### src/rtl/qscan_pkg.sv
// rtl/qscan_pkg.sv - shared types, constants and helpers for the Q-value scanner
package qscan_pkg;

  localparam int Q_DATA_W = 16;

  typedef enum logic [1:0] {
    IDLE = 2'd0,
    READ = 2'd1,
    CMP  = 2'd2,
    DONE = 2'd3
  } state_e;

  // Limit the requested entry count to the table depth so the index never wraps.
  function automatic int unsigned clamp_count(input int unsigned cnt, input int unsigned depth);
    return (cnt > depth) ? depth : cnt;
  endfunction

endpackage

### src/rtl/comparator16bit.sv
// rtl/comparator16bit.sv - 16-bit unsigned magnitude comparator
module comparator16bit (
  input  logic [15:0] A,
  input  logic [15:0] B,
  output logic        A_grt_B,
  output logic        A_eq_B,
  output logic        A_lst_B
);

  assign A_grt_B = (A > B);
  assign A_eq_B  = (A == B);
  assign A_lst_B = (A < B);

endmodule

### src/rtl/qval_argmax_scan.sv
// rtl/qval_argmax_scan.sv - sequential argmax scan over a synchronous-read Q-table
// Define ARGMIN_EN to report the minimum entry instead of the maximum.
module qval_argmax_scan
  import qscan_pkg::*;
#(
  parameter int IDX_W  = 4,
  parameter int DATA_W = 16
) (
  input  logic              clk,
  input  logic              rst,
  input  logic              start,
  input  logic [IDX_W:0]    count,
  output logic              mem_rd_en,
  output logic [IDX_W-1:0]  mem_addr,
  input  logic [DATA_W-1:0] mem_rd_data,
  output logic              busy,
  output logic              done,
  output logic              result_valid,
  output logic [DATA_W-1:0] best_val,
  output logic [IDX_W-1:0]  best_idx
);

  if (DATA_W != Q_DATA_W) begin : g_bad_width
    $error("qval_argmax_scan: DATA_W must be 16 to match comparator16bit");
  end

  localparam int unsigned DEPTH = 1 << IDX_W;

  state_e              state_q, state_d;
  logic [IDX_W-1:0]    idx_q, idx_d;
  logic [IDX_W:0]      n_q, n_d;
  logic [DATA_W-1:0]   best_val_q, best_val_d;
  logic [IDX_W-1:0]    best_idx_q, best_idx_d;
  logic                rv_q, rv_d;

  logic [IDX_W:0]      n_clamped;
  logic                last_entry;
  logic                a_grt_b, a_eq_b, a_lst_b;
  logic                replace;
  logic                unused_cmp;

  comparator16bit u_cmp (
    .A       (mem_rd_data),
    .B       (best_val_q),
    .A_grt_B (a_grt_b),
    .A_eq_B  (a_eq_b),
    .A_lst_B (a_lst_b)
  );

  // Strict compare in either build, so ties keep the lower index.
`ifdef ARGMIN_EN
  assign replace    = a_lst_b;
  assign unused_cmp = a_grt_b ^ a_eq_b;
`else
  assign replace    = a_grt_b;
  assign unused_cmp = a_eq_b ^ a_lst_b;
`endif

  assign n_clamped  = (IDX_W+1)'(clamp_count(32'(count), DEPTH));
  assign last_entry = ({1'b0, idx_q} == (n_q - 1'b1));

  always_ff @(posedge clk) begin
    if (rst) state_q <= IDLE;
    else     state_q <= state_d;
  end

  always_comb begin
    state_d = state_q;
    case (state_q)
      IDLE:    if (start) state_d = (n_clamped == '0) ? DONE : READ;
      READ:    state_d = CMP;
      CMP:     state_d = last_entry ? DONE : READ;
      DONE:    state_d = IDLE;
      default: state_d = IDLE;
    endcase
  end

  always_comb begin
    mem_rd_en = (state_q == READ);
    busy      = (state_q == READ) || (state_q == CMP);
    done      = (state_q == DONE);
  end

  always_comb begin
    idx_d      = idx_q;
    n_d        = n_q;
    best_val_d = best_val_q;
    best_idx_d = best_idx_q;
    rv_d       = rv_q;
    if (state_q == IDLE && start) begin
      n_d   = n_clamped;
      idx_d = '0;
      rv_d  = 1'b0;
    end else if (state_q == CMP) begin
      if (idx_q == '0 || replace) begin
        best_val_d = mem_rd_data;
        best_idx_d = idx_q;
      end
      if (last_entry) rv_d  = 1'b1;
      else            idx_d = idx_q + 1'b1;
    end
  end

  always_ff @(posedge clk) begin
    if (rst) begin
      idx_q      <= '0;
      n_q        <= '0;
      best_val_q <= '0;
      best_idx_q <= '0;
      rv_q       <= 1'b0;
    end else begin
      idx_q      <= idx_d;
      n_q        <= n_d;
      best_val_q <= best_val_d;
      best_idx_q <= best_idx_d;
      rv_q       <= rv_d;
    end
  end

  assign mem_addr     = idx_q;
  assign best_val     = best_val_q;
  assign best_idx     = best_idx_q;
  assign result_valid = rv_q;

endmodule

### config.mk
export PLATFORM = sky130hd
export DESIGN_NAME = qval_argmax_scan
export DESIGN_NICKNAME = d
export VERILOG_FILES = /design/src/rtl/qscan_pkg.sv /design/src/rtl/comparator16bit.sv /design/src/rtl/qval_argmax_scan.sv
export SDC_FILE = /design/constraint.sdc
export NUM_CORES = 1
export LEC_CHECK = 0
export CAP_MARGIN = 20
export CORE_UTILIZATION = 35
export CTS_CLUSTER_DIAMETER = 120
export DETAILED_ROUTE_END_ITERATION = 10
export PLACE_DENSITY = 0.71
export SLEW_MARGIN = 20
export SYNTH_ARGS = -nofsm -noshare
export SYNTH_HDL_FRONTEND = slang
export SYNTH_HIERARCHICAL = 1
export SYNTH_SLANG_ARGS = --single-unit
### constraint.sdc
create_clock -name clk -period 2.5 [get_ports clk]
set_clock_uncertainty 0.05 [all_clocks]
set_input_delay 0.5 -clock clk [delete_from_list [all_inputs] [get_ports clk]]
set_output_delay 0.5 -clock clk [all_outputs]
set_load 0.01 [all_outputs]
==> summary.md <==
| Metric | Value |
|---|---|
| Outcome | `finished clean` |
| CP Buf/Inv Count | `2` |
| CTS Buf Count | `5` |
| Post-place setup slack | `-0.2893 ns` |
| Period utilisation layout | `between 90% and 100%` |
| Cells after Synth | `232` |
| Cell-by-cell trace of the critical path | `clkdlybuf4s50_1, ha_1, nand4_1, a2111o_1, a31oi_1, nor2_1, nor2_2, buf_6, nand2_1, a21oi_2` |
| CTS Hold Bufs | `0` |
| Drt drc | `0` |
| Filler cell count in the final layout | `434` |
| Dpl hpwl | `between 3 and 4 mm` |
| Worst-skew pair later-pin latency | `0.28 ns` |
| Final hold vios | `0` |
| Clock Path Buffers | `2` |
| NumNets Final | `344` |
| Least-Margin Pin Slew | `0.3412 ns` |
| Cell family with most CP delay | `compound AO/OA/AOI/OAI gates` |
| CTS tree | `yes` |
| Leak | `around 1.1 nW` |
| H-tree depth | `2` |
| Avg Vias per Cell | `just under 5` |
| Final Worst Setup Slack | `0.02759 ns` |
| Worst Setup End Kind | `flip-flop` |
| Vias | `~1800` |
| Pwr per Cell Area | `between 800 and 900 nW/um2` |
| Starting Density | `a little under two fifths` |
| Post-Syn Area | `about 1800 um2` |
| Yosys warns | `6` |
| Initial DRT Pass Iterations | `4` |
| Detail Route Antenna Nets | `0` |
| Overall die height | `roughly 74 um` |
| Worst setup SP type | `primary input` |
| Die Span X | `around 74 um` |
| Gr ovfl total | `0` |
| Crit path DAT | `2.63 ns` |
| Row cnt | `25` |
| Die ar. | `5464 um2` |
| Port Buffers | `about 50` |
| # IOs | `52` |
| Largest stage delay, worst path | `roughly 0.44 ns` |
| HP Class | `flip-flop to flip-flop` |
| Mapped Avg Cell Area | `7.804 um2` |
| CP max FO | `7` |
| Fin util | `a little under three fifths` |
| Layout area overhead | `53.70%` |
| Post-Syn Nets | `280` |
| Sinks on Clock Net | `32` |
| Slowest CP cell | `clkdlybuf4s50_1` |
| CTS clk-pin slew, worst paths | `0.07 ns` |
| Largest net degree at the start of global routing | `19` |
| Proportion of layout cells with a drive suffix above 1 | `13.13%` |
| Rel. slew slack | `a little under 80%` |
| Maximum clock rate | `0.4045 GHz` |
| VDD IR max | `0.3384 mV` |
| Final hold slack | `a little over 0.4 ns` |
| Root buffer cell | `clkbuf_8` |
| First-pass GRT wire length | `6.596 mm` |
| Final GP Congestion | `0.7300` |
| Initial antenna violation count | `0` |
| Number of global-route vias before repair | `~1500` |
| Setup TNS Final | `0 ns` |
| DRT Wirelength | `between 4 and 5 mm` |
| Total GRT Usage | `between 15 and 20%` |
| Core area | `~4800 um2` |
| WP data required | `roughly 2.7 ns` |
| Final setup viols | `0` |
| Max_cap viols | `0` |
| DR iter-0 viols | `93` |
| Diodes inserted | `0` |
| Slew Limit Fails | `0` |
| Crit path kind | `primary input to flip-flop` |
| Drt wl/cell | `around 13 um` |
| Fin crit period | `roughly 2.5 ns` |
[registers in the layout, summed over array words and instances, names as in the netlist]
name	flops
mem_addr	4
best_idx	4
result_valid	1
best_val	16
n_q	5
state_q	2
[metal layers]
metal / wire, um / vias to the layer above / track usage, % / share of wire [%]
met4: 38 / 0 / 3.846 / 0.78
met1: 2309 / 828 / 20.85 / 48
met3: 263 / 6 / 3.978 / 5.4
met2: 2236 / 54 / 24.95 / 46
met5: 0 / - / 0 / 0
li1: - / 917 / - / -
[through the flow]
step | cells | power (W) | cell area, um2
floorplan | 232 | 0.001212 | 1810
global placement | 354 | 0.001591 | 2467
detailed placement | 354 | 0.001609 | 2467
CTS | 362 | 0.002160 | 2597
global route | 364 | 0.002429 | 2783
finish | 364 | 0.002276 | 2783
[worst register-to-register path, stage by stage, from the launching register on]
cell and delay (ns):
dfxtp_1 0.35, inv_1 0.05, ha_1 0.28, nor2b_1 0.13
o211ai_1 0.10, a2111o_1 0.36, a31oi_1 0.18, nor2_1 0.08
nor2_2 0.23, buf_6 0.18, nand2_1 0.07, a21oi_2 0.14
[layout make-up]
type                       instances  area, um2  share of cell area [%]
tap                               67      83.83                   3.013
sequential                        32      640.6                   23.02
multi-input combinational        167       1175                   42.22
clock buffer                       7      96.34                   3.462
clock inverter                     1      30.03                   1.079
inverter                          24      90.09                   3.237
timing repair buffer              66      666.9                   23.97
[cell usage in the layout (no fill, tap or decap), types with 8 or more instances in the layout]
cell type / instances
ha_1: 16
nand2_1: 47
a21oi_1: 32
clkdlybuf4s50_1: 38
ha_4: 8
dfxtp_1: 32
dlymetal6s2s_1: 13
nor2_1: 11
buf_4: 12
inv_1: 24
[power by group]
part           leakage (nW)  switching [W]  internal (W)
Combinational         0.781       0.000538      0.000507
Sequential            0.260      0.0000851      0.000601
Clock                0.0645       0.000193      0.000352
[path summary, 6_finish.rpt]
kind | start | end | slack, ns | depth (start not counted)
setup reg to reg | best_val[1]$_SDFFE_PP0P_ | best_val[10]$_SDFFE_PP0P_ | 0.24 | 11
hold / removal | best_idx[2]$_SDFFE_PP0P_ | best_idx[2]$_SDFFE_PP0P_ | 0.41 | 2
setup / recovery | mem_rd_data[10] | best_val[10]$_SDFFE_PP0P_ | 0.03 | 10
hold reg to reg | best_idx[2]$_SDFFE_PP0P_ | best_idx[2]$_SDFFE_PP0P_ | 0.41 | 2
[repair_timing]
| action | CTS | global route |
|---|---|---|
| gates cloned | 0 | 1 |
| resized for setup | 1 | 32 |
| pin swaps | 0 | 16 |
| buffers inserted | 0 | 1 |
| endpoints found under the setup margin | 2 | 20 |
Note: power is estimated with default switching activity, not from simulation.
